==> src/rtl/flash_audio_streamer.sv <==
`default_nettype none
// ============================================================================
// Module      : flash_audio_streamer
// Description : Streams PCM samples from flash over an Avalon-MM read master.
//               It emits one sample per sample_tick and keeps one prefetched
//               word. Define FLASH_STREAM_VOLUME_EN to add the volume[2:0]
//               input, which attenuates each sample by an arithmetic shift.
// Revision    : 1.0 - initial release
// ============================================================================
module flash_audio_streamer #(
    parameter int ADDR_W   = 23,
    parameter int DATA_W   = 32,
    parameter int SAMPLE_W = 8
) (
    input  logic                clk,
    input  logic                reset_n,
    input  logic                sample_tick,
    input  logic                pause,
    input  logic                reverse,
    input  logic                loop_en,
    input  logic [ADDR_W-1:0]   start_addr,
    input  logic [ADDR_W-1:0]   end_addr,
    input  logic                restart,
`ifdef FLASH_STREAM_VOLUME_EN
    input  logic [2:0]          volume,
`endif
    output logic                flash_mem_read,
    output logic [ADDR_W-1:0]   flash_mem_address,
    output logic [5:0]          flash_mem_burstcount,
    output logic [3:0]          flash_mem_byteenable,
    input  logic                flash_mem_waitrequest,
    input  logic [DATA_W-1:0]   flash_mem_readdata,
    input  logic                flash_mem_readdatavalid,
    output logic [SAMPLE_W-1:0] audio_sample,
    output logic                sample_valid,
    output logic                done,
    output logic                overrun
);

    localparam logic [5:0] c_burst_one  = 6'd1;
    localparam logic [3:0] c_all_bytes  = 4'b1111;

    typedef enum logic [1:0] {
        S_IDLE      = 2'd0,
        S_REQ       = 2'd1,
        S_WAIT_DATA = 2'd2
    } state_t;

    state_t              r_state;
    logic                r_read;
    logic [ADDR_W-1:0]   r_addr;
    logic [ADDR_W-1:0]   r_ptr;
    logic                r_loaded;
    logic                r_dir;
    logic [DATA_W-1:0]   r_buf;
    logic                r_full;
    logic                r_half;
    logic                r_pending;
    logic                r_discard;
    logic [SAMPLE_W-1:0] r_sample;
    logic                r_valid;
    logic                r_done;
    logic                r_overrun;

    logic                w_run;
    logic                w_tick;
    logic                w_demand;
    logic                w_drop;
    logic                w_land;
    logic                w_launch;
    logic                w_edge;
    logic [ADDR_W-1:0]   w_fetch_addr;
    logic [ADDR_W-1:0]   w_next_ptr;
    logic [15:0]         w_land_half;
    logic [15:0]         w_buf_half;
    logic [2:0]          w_vol;

`ifdef FLASH_STREAM_VOLUME_EN
    assign w_vol = volume;
`else
    assign w_vol = 3'd0;
`endif

    function automatic logic [SAMPLE_W-1:0] f_trim(input logic [15:0] half,
                                                   input logic [2:0]  vol);
        logic signed [15:0] scaled;
        scaled = $signed(half) >>> vol;
        return scaled[15:16-SAMPLE_W];
    endfunction

    // A pended tick counts as demand only while playback is allowed to advance.
    assign w_run    = !pause && !r_done && !restart;
    assign w_tick   = sample_tick && w_run;
    assign w_demand = w_tick || (r_pending && w_run);
    assign w_drop   = w_tick && r_pending;

    assign w_land   = (r_state == S_WAIT_DATA) && flash_mem_readdatavalid
                      && !r_discard && !restart;
    assign w_launch = (r_state == S_IDLE) && !r_full && !r_done && !restart;

    assign w_fetch_addr = r_loaded ? r_ptr : start_addr;

    // First half of a word depends on the direction latched for that word.
    assign w_land_half = r_dir ? flash_mem_readdata[31:16] : flash_mem_readdata[15:0];
    assign w_buf_half  = (r_dir ^ r_half) ? r_buf[31:16] : r_buf[15:0];

    always_comb begin
        w_edge     = 1'b0;
        w_next_ptr = r_ptr;
        if (reverse) begin
            w_edge     = (r_ptr <= start_addr);
            w_next_ptr = w_edge ? end_addr : (r_ptr - 1'b1);
        end else begin
            w_edge     = (r_ptr >= end_addr);
            w_next_ptr = w_edge ? start_addr : (r_ptr + 1'b1);
        end
    end

    always_ff @(posedge clk or negedge reset_n) begin
        if (!reset_n) begin
            r_state   <= S_IDLE;
            r_read    <= 1'b0;
            r_addr    <= '0;
            r_ptr     <= '0;
            r_loaded  <= 1'b0;
            r_dir     <= 1'b0;
            r_buf     <= '0;
            r_full    <= 1'b0;
            r_half    <= 1'b0;
            r_pending <= 1'b0;
            r_discard <= 1'b0;
            r_sample  <= '0;
            r_valid   <= 1'b0;
            r_done    <= 1'b0;
            r_overrun <= 1'b0;
        end else begin
            r_valid <= 1'b0;

            case (r_state)
                S_IDLE: begin
                    if (w_launch) begin
                        r_state <= S_REQ;
                        r_read  <= 1'b1;
                        r_addr  <= w_fetch_addr;
                        if (!r_loaded) begin
                            r_ptr    <= start_addr;
                            r_loaded <= 1'b1;
                            r_dir    <= reverse;
                        end
                    end
                end
                S_REQ: begin
                    if (!flash_mem_waitrequest) begin
                        r_state <= S_WAIT_DATA;
                        r_read  <= 1'b0;
                    end
                end
                S_WAIT_DATA: begin
                    if (flash_mem_readdatavalid) begin
                        r_state   <= S_IDLE;
                        r_discard <= 1'b0;
                    end
                end
                default: begin
                    r_state <= S_IDLE;
                    r_read  <= 1'b0;
                end
            endcase

            if (w_land) begin
                r_buf  <= flash_mem_readdata;
                r_full <= 1'b1;
                r_half <= w_demand;
            end

            // A waiting tick is served straight from the bus in the landing cycle.
            if (w_land && w_demand) begin
                r_sample  <= f_trim(w_land_half, w_vol);
                r_valid   <= 1'b1;
                r_pending <= 1'b0;
            end else if (r_full && w_demand) begin
                r_sample  <= f_trim(w_buf_half, w_vol);
                r_valid   <= 1'b1;
                r_pending <= 1'b0;
                if (!r_half) begin
                    r_half <= 1'b1;
                end else begin
                    r_half <= 1'b0;
                    r_full <= 1'b0;
                    r_dir  <= reverse;
                    if (w_edge && !loop_en) begin
                        r_done <= 1'b1;
                    end else begin
                        r_ptr <= w_next_ptr;
                    end
                end
            end else if (w_tick) begin
                r_pending <= 1'b1;
            end

            if (w_drop) begin
                r_overrun <= 1'b1;
            end

            // An accepted or still-stalled read must finish on the bus; its data is dropped.
            if (restart) begin
                r_loaded  <= 1'b0;
                r_full    <= 1'b0;
                r_half    <= 1'b0;
                r_pending <= 1'b0;
                r_done    <= 1'b0;
                r_overrun <= 1'b0;
                r_valid   <= 1'b0;
                r_discard <= (r_state == S_REQ)
                             || ((r_state == S_WAIT_DATA) && !flash_mem_readdatavalid);
            end
        end
    end

    // Outside a request the address previews the next fetch location.
    assign flash_mem_address    = (r_state == S_REQ) ? r_addr : w_fetch_addr;
    assign flash_mem_read       = r_read;
    assign flash_mem_burstcount = c_burst_one;
    assign flash_mem_byteenable = c_all_bytes;
    assign audio_sample         = r_sample;
    assign sample_valid         = r_valid;
    assign done                 = r_done;
    assign overrun              = r_overrun;

endmodule
`default_nettype wire

==> config.mk <==
export PLATFORM = sky130hd
export DESIGN_NAME = flash_audio_streamer
export DESIGN_NICKNAME = d
export VERILOG_FILES = /design/src/rtl/flash_audio_streamer.sv
export SDC_FILE = /design/constraint.sdc
export NUM_CORES = 1
export LEC_CHECK = 0
export CAP_MARGIN = 20
export CORE_AREA = 5 5 125 127
export CTS_CLUSTER_SIZE = 8
export DETAILED_ROUTE_END_ITERATION = 10
export DIE_AREA = 0 0 130 132
export GPL_TIMING_DRIVEN = 0
export PLACE_DENSITY_LB_ADDON = 0.08
export SYNTH_ARGS = -nofsm -noshare
export SYNTH_HDL_FRONTEND = slang
export SYNTH_SLANG_ARGS = --single-unit
export TNS_END_PERCENT = 100
==> constraint.sdc <==
create_clock -name clk -period 2.6 [get_ports clk]
set_input_delay 0.52 -clock clk [delete_from_list [all_inputs] [get_ports clk]]
set_output_delay 0.52 -clock clk [all_outputs]
set_load 0.1 [all_outputs]
==> metrics.yaml, run 1 <==
synthesis:
  synthArstFlopShare_pct: 100
  ys_warn_count: 0
  post_synth_xor_area_fraction_pct: 5.46
  avgSynthCellArea_um2: 8.13
  seq_area_frac_synth_pct: 30.5
  muxShareOfSynthArea_pct: 7.91
  synthAdderAreaFrac_pct: 8.92
  synth_ff_type: "dfrtp_1"
  synth_top_family_by_area: "compound AO/OA/AOI/OAI gates"
  synth_seq_cells: 82
  syn-cell-area_um2: 6740
  syn_inst: 828
  synth_compound_area_share_pct: 19.9
  synth_cell_types: 66
  synthSimpleGateAreaFrac_pct: 19.3
  synth_edf_count: 0
critical_path:
  crit_required_ns: 2.83
  path_class: "reg2reg"
  endpoint_kind: "flop"
  ff2ff_path_depth: 14
  cp_num_buf_inv: 6
  critPathTopFamily: "buffers and inverters"
  crit_fanout: 8
  worstSetupStartpointType: "flop"
  cp.arrival_ns: 3.09
  crit_path_top_delay_cell: "dfrtp_2"
  cp.depth: 14
  slowest_delay_ns: 0.45
  crit_chain: "buf_4 -> ha_4 -> nand4_1 -> buf_4 -> nor4_4 -> buf_6 -> o31ai_4 -> nand3_4 -> a31o_4 -> o21ai_4 -> buf_12 -> buf_6 -> buf_12 -> o31a_1"
clocking:
  cts_tree: "done"
  clkTransAtPathRegs_ns: 0.07
  clock_sinks: 82
  numCtsBuffers: 9
  clk_path_buf_depth: 2
  root_buffer: "clkbuf_16"
  clk_latency_ns: 0.35
  cts_hold_buf: 0
  ctsHtreeMaxLevel: 3
detailed_routing:
  first_pass_iters: 5
  drcViolationCount: 0
  vias: 6909
  wl_per_cell_um: 19.1
  viasPerCell: 5.80
  drt_iter0_markers: 584
  antenna_left: 0
  wirelength_um: 22800
grt:
  grt_max_degree: 44
  grt_pass1_vias: 6766
  grt_pass1_wl_um: 35900
  antenna_found_initial: 0
  overflow: 0
  track_usage_pct: 26.3
die:
  row_count: 44
  die_w_um: 130
  boundaryPins: 132
  initial_core_util_pct: 47.1
  die_area_um2: 17200
  coreArea_um2: 14300
  dieHeight_um: 132
timing:
  max_freq_ghz: 0.350
  period_minus_slack_ns: 2.86
  setup_slack_ns: -0.260
  finalSetupViolCount: 23
  worst_pin_slew_ns: 0.965
  finClkSkew_ns: 0.0107
  relSlewSlack_pct: 35.4
  hold_viol: 0
  timing.final.crit_share_pct: 110
  tns_ns: -4.30
  holdWs_ns: 0.151
  slew_viol_final: 0
  rsz0062_at_grt: "true"
final_layout:
  multiInputGateArea_um2: 4970
  nFillCells: 1189
  seqCellArea_um2: 2060
  diodes: 0
  layout.nets: 1137
  fin_area_um2: 9720
  final_util_pct: 67.9
  drive_gt1_share_pct: 30.3
  area_growth_pct: 44.3
placed_design:
  placed_cell_area_um2: 8190
  place_hpwl_um: 16000
  port_buffers: 105
  place_congestion: 0.919
run_status:
  violations: "setup timing"
  status: "complete, but fails checks"
min_path:
  worstHoldPathType: "in2async"
flow_run:
  drv_cap: 0
power_and_ir_drop:
  cellLeakagePower_nw: 4.23
  cellPowerDensity_nw_per_um2: 1360
  ir_drop_uv: 800
[what timing repair did]
action                                  4_1_cts  5_1_grt
cloned                                        3        1
resized for setup                           365       56
setup buffers                                38       10
pin swaps                                    60       23
endpoints found under the setup margin       50       85
[through the flow]
stage               std cells  setup WS, ns  power (mW)
floorplan                 836     -0.000906        8.47
global placement         1125         -2.20        10.4
detailed placement       1126         -1.55        10.4
CTS                      1183        -0.127        12.9
global route             1191        -0.324        14.0
finish                   1191        -0.260        13.3
[state kept, by name, indices dropped and copies added, names as in the netlist]
register	cells
flash_mem_read	1
r_discard	1
r_loaded	1
r_buf	16
r_ptr	23
r_pending	1
overrun	1
done	1
r_addr	23
r_state	2
audio_sample	8
r_full	1
r_half	1
r_dir	1
sample_valid	1
[Yosys cell counts (9+ instances only)]
| library cell | n | area [um^2] |
|---|---|---|
| nand4_1 | 12 | 75.1 |
| ha_1 | 48 | 601 |
| buf_2 | 9 | 45.0 |
| mux2_2 | 18 | 203 |
| nor4_1 | 10 | 62.6 |
| a21oi_1 | 55 | 275 |
| buf_4 | 12 | 90.1 |
| xor2_1 | 15 | 131 |
| nor3_1 | 10 | 50.1 |
| dfrtp_1 | 82 | 2050 |
| clkbuf_1 | 41 | 154 |
| a211oi_1 | 26 | 195 |
| mux2i_1 | 33 | 330 |
| nand3_1 | 28 | 140 |
| xnor2_1 | 27 | 236 |
| o21ai_0 | 53 | 265 |
| o31a_1 | 17 | 149 |
| a311oi_1 | 9 | 78.8 |
| nor2_1 | 78 | 293 |
| nand2_1 | 98 | 368 |
| inv_1 | 50 | 188 |
[final timing paths]
| kind | end | slack (ns) | startpoint |
|---|---|---|---|
| min in group clk | r_ptr[17] | 0.48 | start_addr[17] |
| min reg2reg | r_addr[22] | 0.48 | r_addr[22] |
| max in group asynchronous | r_ptr[14] | 1.82 | reset_n |
| min | overrun | 0.15 | reset_n |
| max reg2reg | r_ptr[6] | -0.26 | r_ptr[22] |
| max | r_ptr[6] | -0.26 | r_ptr[22] |
[routing by layer]
metal | global-route usage, % | vias up | wire (um)
met5 | 0 | - | 0
met4 | 10.6 | 0 | 661
met3 | 2.88 | 49 | 1660
met2 | 42.3 | 308 | 10800
met1 | 36.0 | 3287 | 9620
li1 | - | 3265 | -
[logic make-up (layout without fill, tap and decap cells)]
family	count (synthesis)	count (layout)
buf+inv	122	293
fa+ha+maj	48	48
flops	82	82
xor+xnor	42	42
simple gates	277	277
mux	51	51
compound gates	204	204
other cells	2	10
[cells in the final DEF, fill, tap and decap left out, drive strengths merged, types with 11 or more instances in the layout]
master           n
nor4            11
o31a            17
xor2            15
a21oi           55
nor3            12
o21ai           56
mux2i           33
nand4           12
nand2           98
nor2            79
clkdlybuf4s15   17
mux2            18
buf            102
a211oi          27
xnor2           27
clkdlybuf4s50   40
dlygate4sd2     22
nand3           28
clkbuf          55
inv             52
dfrtp           82
ha              48
[layout make-up]
type	instances	area share, %
sequential	82	21.2
clock buffer	10	2.36
timing repair buffer	157	15.4
clock inverter	6	0.515
inverter	51	1.97
tap	184	2.37
buffer	69	4.98
multi-input combinational	632	51.2
[power by group]
group	switching (mW)	total (mW)	internal [mW]	leakage, nW
logic	6.28	9.67	3.39	3.07
registers	0.489	2.33	1.84	1.03
clock network	0.597	1.26	0.659	0.130
total	7.36	13.3	5.89	4.23
Note: power is estimated with default switching activity, not from simulation.
==> inputs of run 2 (changes only) <==
--- a/config.mk
+++ b/config.mk
@@ -7,11 +7,13 @@
 export LEC_CHECK = 0
 export CAP_MARGIN = 20
 export CORE_AREA = 5 5 125 127
+export CTS_BUF_LIST = sky130_fd_sc_hd__clkbuf_8 sky130_fd_sc_hd__clkbuf_16
 export CTS_CLUSTER_SIZE = 8
 export DETAILED_ROUTE_END_ITERATION = 10
 export DIE_AREA = 0 0 130 132
 export GPL_TIMING_DRIVEN = 0
 export PLACE_DENSITY_LB_ADDON = 0.08
+export REMOVE_ABC_BUFFERS = 1
 export SYNTH_ARGS = -nofsm -noshare
 export SYNTH_HDL_FRONTEND = slang
 export SYNTH_SLANG_ARGS = --single-unit
==> metrics.yaml, run 2 (synthesized netlist as in run 1, its figures left out) <==
die:
  coreArea_um2: 14300  # unchanged
  die_area_um2: 17200  # unchanged
  boundaryPins: 132  # unchanged
  die_w_um: 130  # unchanged
  dieHeight_um: 132  # unchanged
  initial_core_util_pct: 47.1  # unchanged
  row_count: 44  # unchanged
detailed_routing:
  wl_per_cell_um: 20.4  # +6.8%
  drcViolationCount: 0  # unchanged
  wirelength_um: 24000  # +5.5%
  first_pass_iters: 5  # unchanged
  vias: 7166  # +3.7%
  antenna_left: 0  # unchanged
  viasPerCell: 6.09  # +5.0%
  drt_iter0_markers: 739  # +27%
run_status:
  violations: "setup timing"
  status: "complete, but fails checks"
clocking:
  clkTransAtPathRegs_ns: 0.07  # about the same
  clock_sinks: 82  # unchanged
  clk_path_buf_depth: 2  # unchanged
  numCtsBuffers: 9  # unchanged
  root_buffer: "clkbuf_16"
  cts_tree: "done"
  ctsHtreeMaxLevel: 3  # unchanged
  clk_latency_ns: 0.36  # about the same
critical_path:
  r2r_setup_slack_ns: -0.21  # +0.05 ns
  crit_fanout: 8  # unchanged
  crit_required_ns: 2.84  # about the same
  path_class: "reg2reg"
  cp.arrival_ns: 3.04  # -0.05 ns
  endpoint_kind: "flop"
  worstSetupStartpointType: "flop"
timing:
  worst_pin_slew_ns: 0.966  # +0.000630 ns
  finalSetupViolCount: 23  # unchanged
  finClkSkew_ns: 0.0133  # +0.00265 ns
  period_minus_slack_ns: 2.81  # -0.0514 ns
  setup_slack_ns: -0.209  # +0.0514 ns
  tns_ns: -3.61  # +0.687 ns
  max_freq_ghz: 0.356  # +1.8%
  hold_viol: 0  # unchanged
  holdWs_ns: 0.0858  # -0.0657 ns
  rsz0062_at_grt: "true"
  relSlewSlack_pct: 35.4  # -0.042 points
  timing.final.crit_share_pct: 108  # -2.0 points
  slew_viol_final: 0  # unchanged
final_layout:
  layout.nets: 1123  # -1.2%
  mostFrequentLayoutCells: "nand2_1, nor2_1, buf_4, dfrtp_1, a21oi_1"
  nFillCells: 1074  # -9.7%
  final_cells: 1177  # -1.2%
  area_growth_pct: 46.1
  largestRegisters: "r_addr (23), r_ptr (23), r_buf (16)"
  final_common_cell: "nand2_1"
  fin_area_um2: 9840  # +1.3%
  diodes: 0  # unchanged
  drive_gt1_share_pct: 31.5  # +1.2 points
power_and_ir_drop:
  ir_drop_uv: 918  # +15%
  cellLeakagePower_nw: 4.33  # +2.3%
  cellPowerDensity_nw_per_um2: 1360  # -0.54%
placed_design:
  place_congestion: 0.869  # -5.5%
  place_inst: 1065  # -5.4%
  port_buffers: 105  # unchanged
  placed_cell_area_um2: 7930  # -3.2%
  place_hpwl_um: 13700  # -15%
grt:
  track_usage_pct: 26.9  # +0.59 points
  overflow: 0  # unchanged
  grt_pass1_vias: 7158  # +5.8%
  grt_pass1_wl_um: 36900  # +2.7%
  antenna_found_initial: 0  # unchanged
  grt_max_degree: 56  # +27%
min_path:
  worstHoldPathType: "in2async"
flow_run:
  drv_cap: 0  # unchanged
==> run 2: changes by cell type in the layout (fill, tap and decap cells not counted), moves of 6 or more <==
cell,previous run,this run
buf_16,2,8
a21oi_2,26,6
dfrtp_1,74,59
a21oi_1,27,48
dfrtp_2,8,23
dlygate4sd2_1,22,29
clkdlybuf4s15_1,12,4
clkbuf_4,9,0
clkbuf_1,23,0
clkbuf_2,12,4
buf_12,6,13
buf_2,6,23
==> run 2: stage by stage <==
step	total power, mW	worst slack [ns]	utilization (%)
after CTS	12.8	-0.114	67.3
after detailed placement	10.0	-2.46	55.4
after global placement	9.68	-5.75	53.8
after floorplan	8.02	-2.86	-
final	13.4	-0.209	68.7
after global routing	14.1	-0.252	68.7
==> run 2: area by class of cell <==
class,count,area (um^2),share of cell area [%]
Multi-Input combinational cell,637,5000,50.8
Clock inverter,7,61.3,0.623
Tap cell,184,230,2.34
Sequential cell,82,2080,21.1
Timing Repair Buffer,207,2040,20.8
Inverter,51,196,2.00
Clock buffer,9,225,2.29
==> run 2: critical path, cell delays in order (launching register included) <==
cell,delay (ns)
dfrtp_2,0.46
buf_12,0.15
ha_4,0.26
nand4_1,0.17
nor4_4,0.34
buf_6,0.19
o31ai_4,0.11
nand3_4,0.14
a31o_4,0.19
o21ai_4,0.07
buf_6,0.16
buf_16,0.15
a221o_1,0.29
==> run 2: power breakdown <==
part	switching (mW)	internal, mW
clock	0.626	0.669
sequential	0.674	1.86
combinational	6.07	3.46
==> run 2: final timing paths <==
| kind | cells after the start | endpoint | start |
|---|---|---|---|
| max in group asynchronous | 2 | r_ptr[10] | reset_n |
| setup reg to reg | 12 | r_ptr[17] | r_ptr[16] |
| hold reg to reg | 2 | r_addr[19] | r_addr[19] |
| setup / recovery | 12 | r_ptr[17] | r_ptr[16] |
| min in group clk | 2 | r_addr[19] | r_addr[19] |
| hold / removal | 1 | r_buf[25] | reset_n |
==> run 2: what timing repair did <==
item | CTS | global route
resized for setup | 269 | 89
setup endpoints to repair | 48 | 55
gates cloned | 8 | 2
pin swaps | 62 | 23
setup buffers | 68 | 18
hold buffers | 0 | 0
==> run 2: per-layer routing <==
metal	wire length, um	share of wire, %	GRT usage, %
met2	11400	47	42.6
met1	9760	41	35.8
met3	2050	8.5	4.21
met4	844	3.5	12.4
met5	0	0	0
==> inputs of run 3 (changes only) <==
--- a/config.mk
+++ b/config.mk
@@ -13,7 +13,6 @@
 export DIE_AREA = 0 0 130 132
 export GPL_TIMING_DRIVEN = 0
 export PLACE_DENSITY_LB_ADDON = 0.08
-export REMOVE_ABC_BUFFERS = 1
 export SYNTH_ARGS = -nofsm -noshare
 export SYNTH_HDL_FRONTEND = slang
 export SYNTH_SLANG_ARGS = --single-unit
==> metrics.yaml, run 3 (synthesized netlist as in run 1, its figures left out) <==
run_status:
  status: "complete, but fails checks"
  violations: "setup timing"
timing:
  finalSetupViolCount: 23  # unchanged
  holdWs_ns: 0.151  # +0.0655 ns
  timing.final.crit_share_pct: 110  # +2.0 points
  slew_viol_final: 0  # unchanged
  relSlewSlack_pct: 35.5  # +0.042 points
  finClkSkew_ns: 0.0107  # -0.00259 ns
  setup_slack_ns: -0.261  # -0.0515 ns
  period_minus_slack_ns: 2.86  # +0.0515 ns
  hold_viol: 0  # unchanged
  rsz0062_at_grt: "true"
  tns_ns: -4.30  # -0.692 ns
  worst_pin_slew_ns: 0.965  # -0.000634 ns
  max_freq_ghz: 0.350  # -1.8%
placed_design:
  pre_cts_slack_ns: -1.55  # +0.907 ns
  place_inst: 1126  # +5.7%
  place_hpwl_um: 16000  # +17%
  place_congestion: 0.919  # +5.8%
  port_buffers: 105  # unchanged
  placed_cell_area_um2: 8190  # +3.3%
critical_path:
  crit_chain: "buf_4 -> ha_4 -> nand4_1 -> buf_4 -> nor4_4 -> buf_6 -> o31ai_4 -> nand3_4 -> a31o_4 -> o21ai_4 -> buf_12 -> buf_6 -> buf_12 -> o31a_1"
  critPathTopFamily: "buffers and inverters"
  path_class: "reg2reg"
  worstSetupStartpointType: "flop"
  cp.arrival_ns: 3.09  # +0.05 ns
  endpoint_kind: "flop"
  slowest_delay_ns: 0.45  # about the same
  crit_path_top_delay_cell: "dfrtp_2"
  cp_num_buf_inv: 6  # +2
  crit_fanout: 8  # unchanged
  crit_required_ns: 2.83  # about the same
die:
  initial_core_util_pct: 47.1  # unchanged
  dieHeight_um: 132  # unchanged
  die_w_um: 130  # unchanged
  row_count: 44  # unchanged
  die_area_um2: 17200  # unchanged
  boundaryPins: 132  # unchanged
  coreArea_um2: 14300  # unchanged
final_layout:
  diodes: 0  # unchanged
  area_growth_pct: 44.3
  fin_area_um2: 9720  # -1.2%
  largestRegisters: "r_addr (23), r_ptr (23), r_buf (16)"
  mostFrequentLayoutCells: "nand2_1, dfrtp_1, nor2_1, buf_4, o21ai_0"
  nFillCells: 1189  # +11%
  final_util_pct: 67.9  # -0.86 points
  layout.nets: 1137  # +1.2%
  drive_gt1_share_pct: 30.3  # -1.2 points
  final_cells: 1191  # +1.2%
  final_common_cell: "nand2_1"
detailed_routing:
  drt_iter0_markers: 579  # -22%
  antenna_left: 0  # unchanged
  vias: 6899  # -3.7%
  first_pass_iters: 5  # unchanged
  wl_per_cell_um: 19.1  # -6.4%
  wirelength_um: 22800  # -5.3%
  viasPerCell: 5.79  # -4.9%
  drcViolationCount: 0  # unchanged
grt:
  grt_pass1_wl_um: 35900  # -2.7%
  grt_pass1_vias: 6766  # -5.5%
  track_usage_pct: 26.3  # -0.59 points
  antenna_found_initial: 0  # unchanged
  grt_max_degree: 44  # -21%
  overflow: 0  # unchanged
clocking:
  clk_latency_ns: 0.35  # about the same
  cts_tree: "done"
  numCtsBuffers: 9  # unchanged
  root_buffer: "clkbuf_16"
  clk_path_buf_depth: 2  # unchanged
  clock_sinks: 82  # unchanged
  clkTransAtPathRegs_ns: 0.07  # about the same
  ctsHtreeMaxLevel: 3  # unchanged
power_and_ir_drop:
  power_mw: 13.3  # -0.76%
  cellPowerDensity_nw_per_um2: 1360  # +0.49%
  cellLeakagePower_nw: 4.23  # -2.2%
  ir_drop_uv: 800  # -13%
flow_run:
  drv_cap: 0  # unchanged
min_path:
  worstHoldPathType: "in2async"
run 3: cell types whose count changed in the layout (fill, tap and decap cells not counted), sizes merged, moves of 2 or more:
cell,before,now
or2,3,1
buf,126,102
nand2,101,98
clkbuf,13,54
dlygate4sd2,29,22
clkdlybuf4s15,7,17
run 3: worst paths after layout:
path / start / endpoint / slack, ns / cells after the start
max reg2reg: r_ptr[22] / r_ptr[6] / -0.26 / 14
min reg2reg: r_addr[22] / r_addr[22] / 0.48 / 2
min in group clk: start_addr[17] / r_ptr[17] / 0.48 / 2
max in group asynchronous: reset_n / r_ptr[14] / 1.83 / 2
min: reset_n / overrun / 0.15 / 1
max: r_ptr[22] / r_ptr[6] / -0.26 / 14
run 3: power breakdown:
| part | leakage, nW | internal, mW | switching (mW) |
|---|---|---|---|
| clock network | 0.134 | 0.655 | 0.596 |
| registers | 1.03 | 1.84 | 0.488 |
| logic | 3.07 | 3.39 | 6.28 |
| total | 4.23 | 5.89 | 7.36 |
run 3: routing by layer:
metal | wire length (um) | track usage, % | vias up
met5 | 0 | 0 | -
met4 | 660 | 10.6 | 0
met3 | 1660 | 2.88 | 49
li1 | - | - | 3265
met1 | 9620 | 36.0 | 3277
met2 | 10800 | 42.3 | 308
run 3: layout make-up:
cell class                      count  area (um^2)  area share, %
Multi-Input combinational cell    632         4970           51.2
Buffer                             69          484           4.98
Timing Repair Buffer              157         1500           15.4
Clock buffer                        9          225           2.32
Inverter                           51          191           1.97
Clock inverter                      7         53.8          0.554
Sequential cell                    82         2060           21.2
Tap cell                          184          230           2.37
run 3: repair_timing:
action / 4_1_cts / 5_1_grt
gates cloned: 3 / 1
hold buffers: 0 / 0
pin swaps: 60 / 23
buffers inserted: 38 / 10
setup endpoints to repair: 50 / 85
resized for setup: 365 / 56
